<file path="config.mk">
export PLATFORM = sky130hd
export DESIGN_NAME = runway_mode_ctrl
export DESIGN_NICKNAME = d
export VERILOG_FILES = /design/src/rtl/runway_mode_ctrl.sv
export SDC_FILE = /design/constraint.sdc
export NUM_CORES = 1
export LEC_CHECK = 0
export CAP_MARGIN = 30
export CORE_AREA = 2 2 39 41
export CTS_BUF_LIST = sky130_fd_sc_hd__clkbuf_4
export CTS_CLUSTER_SIZE = 16
export DETAILED_ROUTE_END_ITERATION = 8
export DIE_AREA = 0 0 41 43
export PLACE_DENSITY_LB_ADDON = 0.15
export SYNTH_ARGS = -nofsm -noshare
export SYNTH_HDL_FRONTEND = slang
export SYNTH_SLANG_ARGS = --single-unit
</file>
<file path="constraint.sdc">
create_clock -name clk -period 3.7 [get_ports clk]
set_input_delay 0.74 -clock clk [delete_from_list [all_inputs] [get_ports clk]]
set_output_delay 0.74 -clock clk [all_outputs]
set_load 0.005 [all_outputs]
</file>
<file path="src/rtl/runway_mode_ctrl.sv">
// Runway wind-mode arbiter: chooses calm / right-to-left / left-to-right on each
// divider tick and tells the lights FSM when to advance.
module runway_mode_ctrl #(
  parameter int unsigned MIN_DWELL = 4
) (
  input  logic       clk,
  input  logic       reset,
  input  logic       tick,
  input  logic       hold,
  input  logic       req_calm,
  input  logic       req_rtol,
  input  logic       req_ltor,
  output logic [1:0] w,
  output logic       step,
  output logic       dir_active,
  output logic [3:0] dwell
);

  // State encoding matches the wind code driven on w.
  typedef enum logic [1:0] {
    S_CALM = 2'b00,
    S_RTOL = 2'b01,
    S_LTOR = 2'b10
  } state_t;

  typedef enum logic {
    G_RTOL = 1'b0,
    G_LTOR = 1'b1
  } grant_t;

  localparam logic [3:0] DWELL_MAX = 4'(MIN_DWELL);

  state_t     state_q, state_d;
  grant_t     last_q, last_d;
  logic [3:0] dwell_q, dwell_d;
  logic [1:0] w_q, w_d;
  logic       step_q, step_d;
  logic       dir_q, dir_d;
  logic       active;
  logic       dwell_met;

  assign active    = tick & ~hold;
  assign dwell_met = (dwell_q >= DWELL_MAX);

  always_comb begin
    state_d = state_q;
    last_d  = last_q;
    dwell_d = dwell_q;
    if (active) begin
      unique case (state_q)
        S_CALM: begin
          dwell_d = '0;
          if (!req_calm) begin
            // A tie goes to the side that was not granted last.
            if (req_rtol && (!req_ltor || last_q == G_LTOR)) begin
              state_d = S_RTOL;
              last_d  = G_RTOL;
            end else if (req_ltor) begin
              state_d = S_LTOR;
              last_d  = G_LTOR;
            end
          end
        end
        S_RTOL: begin
          if (dwell_met && (req_calm || !req_rtol || req_ltor)) begin
            state_d = S_CALM;
            dwell_d = '0;
          end else if (!dwell_met) begin
            dwell_d = dwell_q + 4'd1;
          end
        end
        S_LTOR: begin
          if (dwell_met && (req_calm || !req_ltor || req_rtol)) begin
            state_d = S_CALM;
            dwell_d = '0;
          end else if (!dwell_met) begin
            dwell_d = dwell_q + 4'd1;
          end
        end
        default: begin
          state_d = S_CALM;
          dwell_d = '0;
        end
      endcase
    end
    w_d    = state_d;
    dir_d  = (state_d != S_CALM);
    step_d = active;
  end

  always_ff @(posedge clk) begin
    if (reset) begin
      state_q <= S_CALM;
      last_q  <= G_LTOR;
      dwell_q <= '0;
      w_q     <= '0;
      step_q  <= 1'b0;
      dir_q   <= 1'b0;
    end else begin
      state_q <= state_d;
      last_q  <= last_d;
      dwell_q <= dwell_d;
      w_q     <= w_d;
      step_q  <= step_d;
      dir_q   <= dir_d;
    end
  end

  assign w          = w_q;
  assign step       = step_q;
  assign dir_active = dir_q;
  assign dwell      = dwell_q;

endmodule

</file>
==> impl_metrics.csv, run 1 <==
group,metric,value,unit
cts,cts.sinks,9,
synth,ys_warn_count,0,
synth,seq_area_frac_synth,33.6,%
setup_path,rr_startpoint,"w[0]",
cts,cts.htree.levels,1,
route,vias_per_cell,5.07,
power_and_ir_drop,max-vdd-ir-drop,0.197,mV
timing,tightest_slew,0.339,ns
cts,hold_buffers,0,
cts,cts_buffer_depth,2,
cells_and_area,syn2layout_area_growth,34.7,%
power_and_ir_drop,intPower,168,uW
route,drc,0,
global_routing,grt_max_degree,10,
cts,clk_pin_slew,0.06,ns
setup_path,end_kind,"output pin",
power_and_ir_drop,power.share.sequential,46.6,%
cells_and_area,num_antenna_cells,0,
synth,async_flop_share,0,%
cts,cts_buffers,3,
place,portBuffers,14,
route,wl_per_cell,11.8,um
setup_path,critPathSlowestCell,"clkdlybuf4s50_1",
timing,max_freq,505,MHz
timing,rsz0062_at_grt,"false",
synth,synth_area,537,sq um
global_routing,use_met3,3.14,%
synth,synth_xor_area_share,1.63,%
timing,fin_crit_sh,53.5,%
cells_and_area,drive_above_1_share,10.8,%
status,status,"complete, no violations",
synth,syn-instance-count,57,
flow_run,max_cap_violations,0,
synth,synthMuxAreaShare,1.86,%
synth,avgSynthCellArea,9.42,sq um
cts,clock_latency,0.25,ns
power_and_ir_drop,switching_share,23.5,%
setup_path,startpoint_type,"flop",
synth,synthSimpleGateAreaFrac,27.7,%
route,wl,1.06,mm
setup_path,path_buf_inv,1,
cts,cts_resized,0,
power_and_ir_drop,leakagePower,0.285,nW
min_path,hp-class,"flop to flop",
synth,synth_top_family_by_area,"simple AND/OR/NAND/NOR gates",
setup_path,crit_type,"flop to output pin",
global_routing,grt.met2_usage,20.9,%
min_path,min-delay-start,"dwell[1]",
setup_path,cpPeakStageDelay,0.54,ns
cts,root_buffer,"clkbuf_4",
global_routing,track_usage,15.1,%
place,place.detailed.hpwl,858,um
setup_path,cp_top_family,"buffers and inverters",
min_path,min_path_cells,2,
power_and_ir_drop,p_clk_share,37.3,%
setup_path,crit_chain,"clkdlybuf4s50_1",
setup_path,r2r-end,"dwell[1]",
floorplanning,die_w,41,um
timing,setup_viol,0,
synth,synth.distinct_cells,28,
floorplanning,core_area,1380,sq um
global_routing,antenna_found_initial,0,
cts,cts_tree,"built",
synth,synth_compound_area_share,21.4,%
route,via_count,456,
synth,synth_top_area_share,33.6,%
timing,setup_tns,0,ns
floorplanning,rows,14,
route,ant_nets,0,
global_routing,grt_overflow,0,
timing,period_minus_slack,1.98,ns
setup_path,worstRegToRegCells,6,
setup_path,r2r_slack,2.13,ns
setup_path,required,2.96,ns
power_and_ir_drop,power-per-cell-area,304,nW/um^2
route,drt_iter0_drc,3,
global_routing,grt-busiest-layer,"met2",
synth,synthFlopType,"dfxtp_1",
min_path,whs_endpoint,"dwell[1]",
synth,synth_edf_count,0,
route,dr.pass1.iters,2,
cts,cts_setup_buffers,0,
timing,maxSlewViolCount,0,
power_and_ir_drop,p_switching,51.6,uW
place,dp_cells,86,
floorplanning,start_util,38.8,%
synth,ys_ff_latch,9,
setup_path,crit_arrival,1.24,ns
timing,relSlewSlack,77.3,%
global_routing,use_met1,19.2,%
power_and_ir_drop,p_comb_share,16.1,%
synth,synth_adder_area_share,11.7,%
synth,syn-num-nets,69,
global_routing,grt_pass1_wl,1.78,mm
synth,synth_area_leaders,"dfxtp_1 (34%), ha_1 (12%), o311ai_4 (4.9%)",
global_routing,grt_pass1_vias,434,
timing,clock_skew,0.00243,ns
floorplanning,dieArea,1760,sq um
cells_and_area,instances_no_fill,90,
setup_path,path_max_fanout,5,
floorplanning,io_pins,15,
floorplanning,die_h,43,um
cells_and_area,final_nets,87,
place,routabilityCongestion,0.700,
timing,hold_violations,0,
synth,yosysTopAreaCell,"dfxtp_1",
-- cells by family after synthesis --
kind of cell / after synthesis
multiplexers: 1
flip-flops: 9
XOR/XNOR: 1
buffers and inverters: 3
AO/OA/AOI/OAI: 13
adder cells (fa/ha/maj): 5
AND/OR/NAND/NOR: 25
-- placed cells by master (no fill, tap or decap), drive strengths merged, types with 3 or more instances in the layout --
cell type,count
nor2,4
clkdlybuf4s50,14
clkbuf,4
nand2,3
a21oi,4
nor3,6
nand2b,3
dfxtp,9
ha,5
-- flip-flops by register name, summed over array words and instances (netlist names) --
register    cells
dwell           4
last_q          1
w               2
step            1
dir_active      1
-- cell type report --
cell class                 instances  area, sq um
multi-input combinational         45          345
clock buffer                       4         30.0
tap                               16         20.0
sequential                         9          180
timing repair buffer              14          140
inverter                           2         7.51
fill                             150          661
-- power by group through the flow --
stage                     Combinational [mW]  Sequential [mW]  Clock, mW
after global placement                0.0357            0.105          0
after CTS                             0.0359            0.102     0.0858
after detailed placement              0.0357            0.105          0
after floorplan                       0.0195            0.104          0
final                                 0.0354            0.102     0.0821
after global routing                  0.0390            0.103     0.0939
-- routing by layer --
layer,vias up,routed length [um]
li1,241,-
met1,205,483
met2,8,523
met3,2,40
met4,0,13
met5,-,0
-- synth_stat cells, types with 2 or more instances --
master	count
a21oi_1	4
ha_1	5
dfxtp_1	9
nand4bb_1	2
inv_1	2
nand2_1	3
nor2_1	4
nand2b_1	3
nor3_1	5
nor2b_1	2
-- per-stage QoR --
step	setup slack [ns]	power, mW	utilization (%)	hold slack (ns)	area [sq um]
floorplan	2.16	0.124	-	0.528	537
global placement	1.54	0.140	50.1	0.552	693
detailed placement	1.55	0.140	50.1	0.551	693
CTS	1.70	0.224	52.3	0.560	723
global route	1.66	0.236	52.3	0.596	723
finish	1.72	0.220	52.3	0.552	723
-- worst max path at each step --
stage | startpoint | slack [ns] | to | depth (start not counted)
2_1_floorplan | hold | 2.16 | last_q | 4
3_3_place_gp | req_rtol | 1.54 | dir_active | 5
3_5_place_dp | req_rtol | 1.55 | dir_active | 5
4_1_cts | dwell[3] | 1.70 | dwell[3] | 1
5_1_grt | w[0] | 1.66 | w[0] | 1
6_report | dwell[3] | 1.72 | dwell[3] | 1
Note: power is estimated with default switching activity, not from simulation.
==> inputs of run 2 (changes only) <==
Clock period 3.7 ns to 1.8 ns, I/O delays scaled along.
==> run 2 against run 1 <==
  * Sequential cell count did not move
  * Cell area increased by 1.0%
  * Global-route usage is 0.92 points higher
  * Via count up 3.5%
  * Clock power rose by 110%
  * Critical path depth did not move
==> impl_metrics.csv, run 2 (synthesis gave the netlist of run 1 again) <==
group,metric,value,unit
setup_path,rr_startpoint,"w[0]",
setup_path,r2r-end,"dwell[1]",
route,dr.pass1.iters,4,
place,place.detailed.hpwl,851,um
cts,cts_setup_buffers,0,
route,wl_per_cell,11.8,um
cells_and_area,seqCellArea,180,sq um
floorplanning,rows,14,
setup_path,critPathSlowestCell,"clkdlybuf4s50_1",
timing,tightest_slew,0.306,ns
cells_and_area,multi_input_area,345,sq um
route,vias_per_cell,5.19,
place,portBuffers,14,
cells_and_area,syn2layout_area_growth,36.1,%
global_routing,grt_pass1_wl,1.89,mm
timing,period_minus_slack,1.63,ns
cts,cts_buffers,3,
cells_and_area,n_fill_cell,121,
setup_path,crit_arrival,1.27,ns
min_path,hp-class,"flop to flop",
timing,max_freq,613,MHz
cts,clock_latency,0.26,ns
global_routing,grt_pass1_vias,434,
power_and_ir_drop,leakagePower,0.290,nW
route,drc,0,
cells_and_area,num_antenna_cells,0,
min_path,whs_endpoint,"dwell[1]",
power_and_ir_drop,max-vdd-ir-drop,0.355,mV
cts,cts_buffer_depth,2,
route,via_count,472,
setup_path,r2r_slack,0.27,ns
route,ant_nets,0,
setup_path,worstRegToRegCells,6,
timing,rsz0062_at_grt,"false",
timing,fin_crit_sh,90.7,%
floorplanning,die_w,41,um
cells_and_area,fin_util,52.8,%
floorplanning,io_pins,15,
setup_path,path_buf_inv,1,
floorplanning,core_area,1380,sq um
cts,cts_tree,"built",
route,drt_iter0_drc,15,
timing,maxSlewViolCount,0,
global_routing,grt_overflow,0,
min_path,min_path_cells,2,
setup_path,setup.worst_path.start,"dwell[3]",
timing,setup_viol,0,
place,place_ws,0.0497,ns
timing,relSlewSlack,79.4,%
timing,finalWorstSetupSlack,0.167,ns
place,place_area,701,sq um
cts,clk_pin_slew,0.06,ns
status,status,"complete, no violations",
cells_and_area,drive_above_1_share,12.0,%
timing,hold_violations,0,
cts,hold_buffers,0,
cells_and_area,mostFrequentLayoutCells,"clkdlybuf4s50_1 (14), dfxtp_1 (9), nor3_1 (5), ha_1 (5)",
cts,cts.sinks,9,
timing,whs,0.562,ns
global_routing,grt_max_degree,8,
flow_run,max_cap_violations,0,
min_path,min-delay-start,"dwell[1]",
setup_path,cpPeakStageDelay,0.56,ns
setup_path,cp_top_family,"buffers and inverters",
cts,cts_resized,0,
setup_path,path_max_fanout,5,
cts,cts.htree.levels,1,
cells_and_area,largest_reg_flops,4,
global_routing,track_usage,16.0,%
global_routing,grt.met2_usage,23.1,%
global_routing,use_met1,20.9,%
cells_and_area,final_cell_area,731,sq um
place,routabilityCongestion,0.701,
cts,root_buffer,"clkbuf_4",
timing,clock_skew,0.00457,ns
global_routing,grt-busiest-layer,"met2",
setup_path,required,1.44,ns
floorplanning,start_util,38.8,%
power_and_ir_drop,power-per-cell-area,623,nW/um^2
setup_path,crit_type,"flop to output pin",
setup_path,crit_chain,"clkdlybuf4s50_1",
setup_path,end_kind,"output pin",
cells_and_area,layout_commonest_cell,"clkdlybuf4s50_1",
floorplanning,die_h,43,um
timing,setup_tns,0,ns
cells_and_area,final_nets,88,
route,wl,1.08,mm
setup_path,startpoint_type,"flop",
global_routing,antenna_found_initial,0,
floorplanning,dieArea,1760,sq um
global_routing,use_met3,4.71,%
[run 2: how the worst max path moves through the flow]
stage / end / slack (ns) / cells past startpoint
CTS: dwell[3] / 0.17 / 1
detailed placement: dir_active / 0.05 / 5
global route: dwell[1] / 0.12 / 6
global placement: dir_active / 0.02 / 5
finish: dwell[3] / 0.17 / 1
floorplan: dwell[0] / 0.37 / 6
[run 2: area by class of cell]
cell class | instances | area share, %
Timing Repair Buffer | 15 | 20.2
Tap cell | 16 | 2.74
Inverter | 2 | 1.03
Multi-Input combinational cell | 45 | 47.3
Clock buffer | 4 | 4.11
Sequential cell | 9 | 24.7
[run 2: through the flow]
stage                     total power [mW]  std cells
after CTS                            0.465         91
after floorplan                      0.255         57
after detailed placement             0.290         87
after global placement               0.290         87
after global routing                 0.480         91
final                                0.455         91
[run 2: where the power goes]
group	internal (mW)	total, mW	switching, mW	leakage [nW]
combinational	0.0417	0.0749	0.0331	0.199
sequential	0.205	0.210	0.00498	0.0731
clock	0.100	0.170	0.0693	0.0184
total	0.348	0.455	0.107	0.290
[run 2: layer usage]
metal	part of all wire [%]	wire (um)
met5	0	0
met3	6.0	65
met4	0	0
met1	44	472
met2	50	539
==> inputs of run 3 (changes only) <==
--- a/constraint.sdc
+++ b/constraint.sdc
@@ -3,2 +3,2 @@
 set_output_delay 0.36 -clock clk [all_outputs]
-set_load 0.005 [all_outputs]
+set_load 0.1 [all_outputs]
==> run 3 against run 2 <==
  * Wire length grew 2.2%
  * Global-route usage shrank 0.91 points
  * Via count grew 5.1%
  * Cell area grew 11%
  * Non-clock buffer count shrank 1
  * Clock skew shrank 0.0016 ns
  * Worst setup slack gained 0.092 ns
==> impl_metrics.csv, run 3 (synthesis gave the netlist of run 1 again) <==
group,metric,value,unit
global_routing,grt_pass1_wl,1.79,mm
cells_and_area,num_antenna_cells,0,
cells_and_area,drive_above_1_share,24.3,%
place,dp_cells,86,
cts,cts.htree.levels,1,
setup_path,crit_arrival,1.66,ns
cts,hold_buffers,0,
flow_run,max_cap_violations,0,
cts,clk_pin_slew,0.06,ns
floorplanning,core_area,1380,sq um
timing,period_minus_slack,1.54,ns
route,drc,0,
power_and_ir_drop,max-vdd-ir-drop,0.344,mV
cells_and_area,syn2layout_area_growth,50.6,%
setup_path,end_kind,"flop",
cells_and_area,instances_no_fill,90,
route,via_count,496,
timing,hold_violations,0,
timing,fin_crit_sh,85.6,%
cts,clock_latency,0.25,ns
global_routing,grt.met2_usage,24.1,%
cells_and_area,layout_commonest_cell,"buf_12",
route,dr.pass1.iters,4,
global_routing,use_met1,17.0,%
setup_path,path_max_fanout,4,
global_routing,antenna_found_initial,0,
timing,setup_tns,0,ns
global_routing,grt_max_degree,10,
floorplanning,dieArea,1760,sq um
cts,cts_buffers,3,
cts,cts.sinks,9,
cells_and_area,largest_reg_flops,4,
min_path,hp-class,"flop to flop",
place,place.detailed.hpwl,894,um
route,vias_per_cell,5.51,
route,ant_nets,0,
status,status,"complete, no violations",
global_routing,grt_overflow,0,
timing,max_freq,649,MHz
global_routing,track_usage,15.1,%
cts,cts_buffer_depth,2,
cts,cts_resized,0,
setup_path,required,1.92,ns
setup_path,startpoint_type,"input port",
floorplanning,start_util,38.8,%
timing,relSlewSlack,78.7,%
floorplanning,io_pins,15,
cells_and_area,mostFrequentLayoutCells,"buf_12 (8), dfxtp_1 (7), clkdlybuf4s50_1 (6), nor3_1 (5), ha_1 (5)",
timing,tightest_slew,0.319,ns
floorplanning,die_h,43,um
cts,root_buffer,"clkbuf_4",
timing,rsz0062_at_grt,"false",
route,wl,1.10,mm
min_path,min_path_cells,2,
cells_and_area,final_nets,87,
power_and_ir_drop,power-per-cell-area,619,nW/um^2
global_routing,grt_pass1_vias,458,
floorplanning,rows,14,
timing,maxSlewViolCount,0,
timing,clock_skew,0.00293,ns
route,drt_iter0_drc,11,
place,portBuffers,14,
timing,setup_viol,0,
place,routabilityCongestion,0.776,
global_routing,use_met3,3.14,%
power_and_ir_drop,leakagePower,0.325,nW
global_routing,grt-busiest-layer,"met2",
setup_path,crit_type,"input port to flop",
setup_path,worstRegToRegCells,6,
cts,cts_setup_buffers,0,
cts,cts_tree,"built",
floorplanning,die_w,41,um
route,wl_per_cell,12.2,um
[run 3: changes by cell type in the layout (fill, tap and decap cells not counted)]
cell,previous run,this run
clkdlybuf4s50_1,14,6
buf_4,1,0
buf_12,0,8
dfxtp_1,9,7
dfxtp_4,0,1
dfxtp_2,0,1
[run 3: metal layers]
metal	routed length, um	share of wire [%]
met5	0	0
met4	11	1.0
met3	42	3.8
met2	560	51
met1	485	44
[run 3: worst max-delay path: stages]
cell and delay [ns]:
clkdlybuf4s50_1 0.51, nor2b_1 0.25, a21boi_0 0.17, o211ai_1 0.23, a41oi_2 0.13
[run 3: layout make-up]
cell class / instances / area (sq um)
fillers: 125 / 576
flip-flops and latches: 9 / 185
well taps: 16 / 20.0
repair buffers: 14 / 220
multi-input cells: 45 / 345
clock buffers: 4 / 30.0
inverters: 2 / 7.51
[run 3: path summary, 6_finish.rpt]
check / endpoint / slack (ns) / start
max: dir_active / 0.26 / req_rtol
min: dwell[1] / 0.59 / dwell[1]
max reg2reg: dwell[1] / 0.31 / w[1]
min reg2reg: dwell[1] / 0.59 / dwell[1]
[run 3: metrics by stage]
step | worst slack (ns) | cell area, sq um | util [%] | power, mW | hold WS (ns)
after floorplan | 0.00725 | 542 | - | 0.293 | 0.558
after global placement | 0.0178 | 778 | 56.2 | 0.340 | 0.583
after detailed placement | -0.00499 | 778 | 56.2 | 0.341 | 0.586
after CTS | 0.257 | 808 | 58.4 | 0.510 | 0.596
after global routing | 0.159 | 808 | 58.4 | 0.523 | 0.629
final | 0.259 | 808 | 58.4 | 0.501 | 0.586
[run 3: report_power, final]
group	total [mW]	leakage, nW	internal [mW]	switching (mW)
clock	0.164	0.0184	0.100	0.0643
sequential	0.213	0.0744	0.205	0.00816
combinational	0.123	0.232	0.0517	0.0716
